===== src/rtl/array_stream_reader.sv =====
// array_stream_reader: reader side of a ROWS x COLS array held in a single-port
// synchronous RAM. On start it walks every element, issues RAM reads under a
// 2-credit limit and streams the elements out on a valid/ready interface,
// tagged with their row/column indices.
//
// Optional feature macro: ARRAY_STREAM_READER_COL_MAJOR_EN
//   defined   -> column-major traversal (row advances fastest)
//   undefined -> row-major traversal (col advances fastest)
//
// Ports:
//   clk, rst_n          clock, asynchronous active-low reset
//   start, abort        begin a traversal when idle / flush the current one
//   busy, done          traversal in progress / one-cycle completion pulse
//   mem_rd_en, mem_addr RAM read strobe and address (row*COLS + col)
//   mem_rd_data         RAM read data, valid the cycle after mem_rd_en
//   out_valid/out_ready output handshake
//   out_data, out_row, out_col, out_last  element payload and tag

module array_stream_reader #(
  parameter int unsigned ROWS   = 8,
  parameter int unsigned COLS   = 32,
  parameter int unsigned DATA_W = 32,
  localparam int unsigned ADDR_W = (ROWS * COLS > 1) ? $clog2(ROWS * COLS) : 1,
  localparam int unsigned ROW_W  = (ROWS > 1) ? $clog2(ROWS) : 1,
  localparam int unsigned COL_W  = (COLS > 1) ? $clog2(COLS) : 1
) (
  input  logic              clk,
  input  logic              rst_n,
  input  logic              start,
  input  logic              abort,
  output logic              busy,
  output logic              done,
  output logic              mem_rd_en,
  output logic [ADDR_W-1:0] mem_addr,
  input  logic [DATA_W-1:0] mem_rd_data,
  output logic              out_valid,
  input  logic              out_ready,
  output logic [DATA_W-1:0] out_data,
  output logic [ROW_W-1:0]  out_row,
  output logic [COL_W-1:0]  out_col,
  output logic              out_last
);

  typedef enum logic [1:0] {IDLE, ISSUE, DRAIN, FIN} state_t;

  state_t             state;
  logic [ROW_W-1:0]   row;
  logic [COL_W-1:0]   col;
  logic [ROW_W-1:0]   row_nxt;
  logic [COL_W-1:0]   col_nxt;
  logic               at_end;

  // Tag of the read whose data is on mem_rd_data this cycle
  logic               rd_vld;
  logic [ROW_W-1:0]   tag_row;
  logic [COL_W-1:0]   tag_col;
  logic               tag_last;

  // Second FIFO entry; the first entry is the out_* register set itself
  logic [DATA_W-1:0]  skid_data;
  logic [ROW_W-1:0]   skid_row;
  logic [COL_W-1:0]   skid_col;
  logic               skid_last;
  logic [1:0]         count;

  logic               push;
  logic               pop;
  logic [1:0]         occ_next;
  logic               issue;

  assign push     = rd_vld;
  assign pop      = out_valid && out_ready;
  // FIFO occupancy once this cycle's push/pop settle; the RAM read arriving
  // now is counted through push, so occ_next covers every outstanding element.
  assign occ_next = count + 2'(push) - 2'(pop);
  // Read strobe is decided in the issuing cycle so that a full-rate stream
  // fits in two credits.
  assign issue     = (state == ISSUE) && (occ_next < 2'd2) && !abort;
  assign mem_rd_en = issue;

  assign at_end = (row == ROW_W'(ROWS - 1)) && (col == COL_W'(COLS - 1));

  // Traversal order: next index after the current one, wrapping at the end
  always_comb begin
    row_nxt = row;
    col_nxt = col;
`ifdef ARRAY_STREAM_READER_COL_MAJOR_EN
    if (row == ROW_W'(ROWS - 1)) begin
      row_nxt = '0;
      col_nxt = (col == COL_W'(COLS - 1)) ? '0 : col + COL_W'(1);
    end else begin
      row_nxt = row + ROW_W'(1);
    end
`else
    if (col == COL_W'(COLS - 1)) begin
      col_nxt = '0;
      row_nxt = (row == ROW_W'(ROWS - 1)) ? '0 : row + ROW_W'(1);
    end else begin
      col_nxt = col + COL_W'(1);
    end
`endif
  end

  // Control FSM, index counters, read-tag pipeline and output FIFO
  always_ff @(posedge clk or negedge rst_n) begin
    if (!rst_n) begin
      state     <= IDLE;
      busy      <= 1'b0;
      done      <= 1'b0;
      row       <= '0;
      col       <= '0;
      mem_addr  <= '0;
      rd_vld    <= 1'b0;
      tag_row   <= '0;
      tag_col   <= '0;
      tag_last  <= 1'b0;
      skid_data <= '0;
      skid_row  <= '0;
      skid_col  <= '0;
      skid_last <= 1'b0;
      count     <= '0;
      out_valid <= 1'b0;
      out_data  <= '0;
      out_row   <= '0;
      out_col   <= '0;
      out_last  <= 1'b0;
    end else begin
      done   <= 1'b0;
      rd_vld <= issue;

      if (issue) begin
        row      <= row_nxt;
        col      <= col_nxt;
        mem_addr <= ADDR_W'(row_nxt * COLS + col_nxt);
        tag_row  <= row;
        tag_col  <= col;
        tag_last <= at_end;
      end

      // FIFO: head lives in out_*, overflow goes to the skid entry
      case (count)
        2'd0: begin
          if (push) begin
            out_data <= mem_rd_data;
            out_row  <= tag_row;
            out_col  <= tag_col;
            out_last <= tag_last;
          end
        end
        2'd1: begin
          if (push && pop) begin
            out_data <= mem_rd_data;
            out_row  <= tag_row;
            out_col  <= tag_col;
            out_last <= tag_last;
          end else if (push) begin
            skid_data <= mem_rd_data;
            skid_row  <= tag_row;
            skid_col  <= tag_col;
            skid_last <= tag_last;
          end
        end
        default: begin
          if (pop) begin
            out_data <= skid_data;
            out_row  <= skid_row;
            out_col  <= skid_col;
            out_last <= skid_last;
            if (push) begin
              skid_data <= mem_rd_data;
              skid_row  <= tag_row;
              skid_col  <= tag_col;
              skid_last <= tag_last;
            end
          end
        end
      endcase
      count     <= occ_next;
      out_valid <= (occ_next != 2'd0);

      case (state)
        IDLE: begin
          if (start && !abort) begin
            state    <= ISSUE;
            busy     <= 1'b1;
            row      <= '0;
            col      <= '0;
            mem_addr <= '0;
          end
        end
        ISSUE: begin
          if (issue && at_end) state <= DRAIN;
        end
        DRAIN: begin
          // Done pulses in the cycle right after the final handshake
          if (occ_next == 2'd0 && !rd_vld) begin
            state <= FIN;
            busy  <= 1'b0;
            done  <= 1'b1;
          end
        end
        FIN: begin
          state <= IDLE;
        end
      endcase

      // Abort flushes everything, including a read whose data is still due
      if (abort && state != IDLE) begin
        state     <= IDLE;
        busy      <= 1'b0;
        done      <= 1'b0;
        row       <= '0;
        col       <= '0;
        mem_addr  <= '0;
        rd_vld    <= 1'b0;
        count     <= '0;
        out_valid <= 1'b0;
      end
    end
  end

endmodule


===== config.mk =====
export PLATFORM = sky130hd
export DESIGN_NAME = array_stream_reader
export DESIGN_NICKNAME = d
export VERILOG_FILES = /design/src/rtl/array_stream_reader.sv
export SDC_FILE = /design/constraint.sdc
export NUM_CORES = 1
export LEC_CHECK = 0
export ABC_AREA = 1
export BUFFER_PORTS_ARGS = -buffer_cell sky130_fd_sc_hd__buf_2
export CORE_ASPECT_RATIO = 1.2
export CORE_MARGIN = 4
export CORE_UTILIZATION = 50
export CTS_CLUSTER_SIZE = 16
export DETAILED_ROUTE_END_ITERATION = 10
export GPL_TIMING_DRIVEN = 0
export PLACE_DENSITY = 0.82
export SLEW_MARGIN = 20
export SYNTH_ARGS = -nofsm -noshare
export SYNTH_HDL_FRONTEND = slang
export SYNTH_SLANG_ARGS = --single-unit

===== constraint.sdc =====
create_clock -name clk -period 1.7 [get_ports clk]
set_input_delay 0.34 -clock clk [delete_from_list [all_inputs] [get_ports clk]]
set_output_delay 0.34 -clock clk [all_outputs]
set_load 0.1 [all_outputs]

==> summary by stage <==
Run status
The flow ran to the end, but the final reports show violations. The final reports fail on setup timing.

Final layout
The non-filler instance count after layout is 857. The area growth from synthesis to layout is 37.1%. Of the cells placed in the final design, the portion with a size suffix greater than 1 is 0.301. After the last flow step, the layout net total stands at 768. The finished cells cover 6910 um2. The repair_antennas step left the layout with diodes totalling 0. In the layout the commonest cells are nand2_1, dfrtp_1, buf_2. Leaving out fill and tap cells, the most frequent cell in the layout is nand2_1.

Synth
After synthesis, the cell types taking the most area are dfrtp_1, nand2_1, inv_1, o21ai_0, a31oi_1. The post-synthesis mux area share is 0. The synthesized netlist net count is 632. Of the synthesized area, sequential elements account for 0.571. The post-synthesis share of cell area spent on xor and xnor gates is 0. The main combinational cell family by area after synthesis is simple AND/OR/NAND/NOR gates. Of the total synthesized cell area, the portion taken by full adders, half adders and majority gates is 0.0248. The number of synthesized register bits is 115.

The area fraction in compound gates after synthesis was 0.139. The number of standard cells after synthesis is 585. The average cell area after synthesis is 8.61 um2. The share of synthesized cell area in and, or, nand and nor gates is 0.174.

Of all cell types, the one taking the most synthesized area is dfrtp_1. The number of distinct library cell variants in the gate-level netlist after synthesis is 22. After synthesis the cells add up to 5040 um2. The Yosys warning count is 0.

The top cell type's share of synthesized area is 0.571.

Route
The sum of routed wire segments on met1 is 5.35 mm. The DRC violation count after routing is 0. After detailed routing, no signal wire sits above met4.

In the detailed route, the total length drawn on met3 is 812 um. In this run the remaining antenna-violating nets after routing total 0. The number of DRC markers in iteration 0 is 443. After detailed routing, the average wire length per cell comes to 16.4 um. The count of vias placed by the detailed router is 4,649.

The final routed wirelength across all metal layers is 14.1 mm. The first detailed-routing pass took 5 iterations. In the detailed route, the total length drawn on met2 is 7.40 mm. After detailed routing, the number of vias per cell comes to 5.42.

Clock tree
For this design, the sink count on the clock tree is 115. The maximum number of buffers from clock root to sink is 2. The H-tree was split into 4 levels. Clock-pin slew was measured on the worst setup and hold paths at 0.05 ns.

The clock tree from TritonCTS is built. The later pin in the worst-skew pair is clocked with a latency of 0.41 ns. Buffers inserted during clock tree synthesis total 17. The master cell of the clock root buffer is clkbuf_16.

STA
Measured against its own limit, the worst slew margin works out to 0.286. The number of hold-slack violations in the final timing report was 0. The maximum frequency from static timing analysis is 394 MHz. In the final timing run, aggregate negative setup slack is -33.72 ns. The setup skew after layout is 0.00866 ns. The number of max-slew violations in the final report was 0. The count of final setup violators is 115. Setup repair after global routing could not meet its margin everywhere. The worst-margin pin slew is 1.06 ns. In the finished design, the share of the clock period the worst path needs comes to 1.49. The final critical-path setup slack is -0.839 ns. The shortest clock period the worst path allows after layout is 2.54 ns.

GRT
The first global-routing pass estimated 22.0 mm of wire. Across every metal layer, demand over resource in global routing totals 0.232. The initial antenna violation count is 0. The number of global-route vias before repair is 4,722.

The total overflow left after global routing is 0. Entering global routing, the biggest net connects 63 pins.

Die
The I/O pin count is 90. The vertical die dimension is 118 um. The area of the die is 11,800 um2. The effective utilization at floorplan is 0.521. The region available for standard cell placement spans 9660 um2. The floorplan step set the die width to 99.6 um.

The number of core rows is 39.

Worst setup path
Of all nets on the critical path, the largest fanout is 3. The longest individual stage delay on the worst path is 0.48 ns. The critical path's top delay family is flip-flops. The count of buffering cells on the critical path with inverters included is 5. Data on the critical path arrives at its endpoint at 2.20 ns. The reg-to-reg startpoint is out_valid.

The cell depth of the worst flop-to-flop path is 19. The critical path is of the reg2out type. STA puts the critical path data required time at 1.36 ns. For flop-to-flop paths, the worst setup slack is -0.79 ns.

The signal on the critical path passes through nand2_4 -> inv_4 -> ha_4 -> inv_2 -> ha_4 -> inv_2 -> nand2_2 -> nand2_2 -> nand2_2 -> nand2_4 -> nand2_4 -> clkinvlp_4 -> buf_12. The worst setup path is captured at an output port. The endpoint identified for the worst register-to-register timing path is mem_addr[7]. The slowest stage of the critical path belongs to the cell dfrtp_4.

The launching element type of the critical path is a flip-flop.

Placement
After legalization and detailed placement, the total HPWL measured 8.32 mm. At the placement stage, the worst setup path has a slack of -0.703 ns. The total cell area at the placement stage is 5760 um2. Input and output buffers added on the ports amount to 89. The number of cells in the design after placement is 798. Routability-driven placement finished with a final weighted congestion of 0.811.

Hold path
The worst min-delay path category is in2reg. In this run the most critical hold path is launched from mem_rd_data[4]. The endpoint with the worst hold slack is skid_data[4].

The worst hold path stage count is 3.

Flow run
Across the run, the number of max-cap violations was 0.
-- tightest hold or removal path, cell delays in order --
cell     delay [ns]
buf_2          0.10
inv_1          0.04
o21ai_0        0.07
-- how the worst max path moves through the flow --
| stage | from | end | slack [ns] | cells after the start |
|---|---|---|---|---|
| floorplan | out_valid | mem_addr[7] | -0.87 | 14 |
| global placement | rst_n | out_valid | -1.31 | 1 |
| detailed placement | out_valid | mem_rd_en | -0.70 | 13 |
| CTS | out_valid | mem_rd_en | -0.77 | 13 |
| global route | out_valid | mem_rd_en | -0.89 | 13 |
| finish | out_valid | mem_rd_en | -0.84 | 13 |
-- sequential cells by signal, summed over array words and instances (netlist names) --
register / cells
state: 2
out_last: 1
skid_last: 1
col: 5
row: 3
out_data: 32
done: 1
skid_row: 3
out_valid: 1
busy: 1
push: 1
skid_col: 5
count: 2
tag_col: 5
skid_data: 32
tag_row: 3
out_row: 3
tag_last: 1
mem_addr: 8
out_col: 5
-- metrics by stage --
stage	utilization	hold slack, ns
floorplan	-	0.0444
global placement	0.592	0.460
detailed placement	0.596	0.333
CTS	0.693	0.180
global route	0.715	0.187
finish	0.715	0.190
-- synth_stat cells, drive strengths merged --
cell type,instances
a21oi,20
buf,17
a31oi,41
or2,1
o21ai,64
nor3,1
dfrtp,115
nand3,8
ha,10
nor2,54
nand3b,1
nand2,163
o2111ai,1
inv,76
clkbuf,13
-- area by class of cell --
cell class / instances / area, um2
multi-input cells: 365 / 1960
well taps: 123 / 154
plain buffers: 29 / 241
flip-flops and latches: 115 / 2880
fillers: 699 / 2750
inverters: 76 / 297
clock buffers: 24 / 492
clock inverters: 8 / 124
repair buffers: 117 / 753
-- logic make-up (layout without fill, tap and decap cells) --
family                   after synthesis  in the layout
AND/OR/NAND/NOR                      228            228
AO/OA/AOI/OAI                        126            127
flip-flops                           115            115
buffers and inverters                106            254
adder cells (fa/ha/maj)               10             10
-- metal layers --
metal | GRT usage | vias to the layer above
li1 | - | 2140
met1 | 0.266 | 2256
met2 | 0.400 | 203
met3 | 0.0628 | 50
met4 | 0.104 | 0
met5 | 0 | -
-- repair_timing --
action	4_1_cts	5_1_grt
setup endpoints to repair	109	116
hold buffers	1	0
hold endpoints to repair	53	0
pin swaps	8	11
buffers inserted	13	10
resized for setup	66	22
gates cloned	2	2
Power is not shown: default switching activity piles up to over one toggle a cycle in this logic, so the estimate is an artifact.
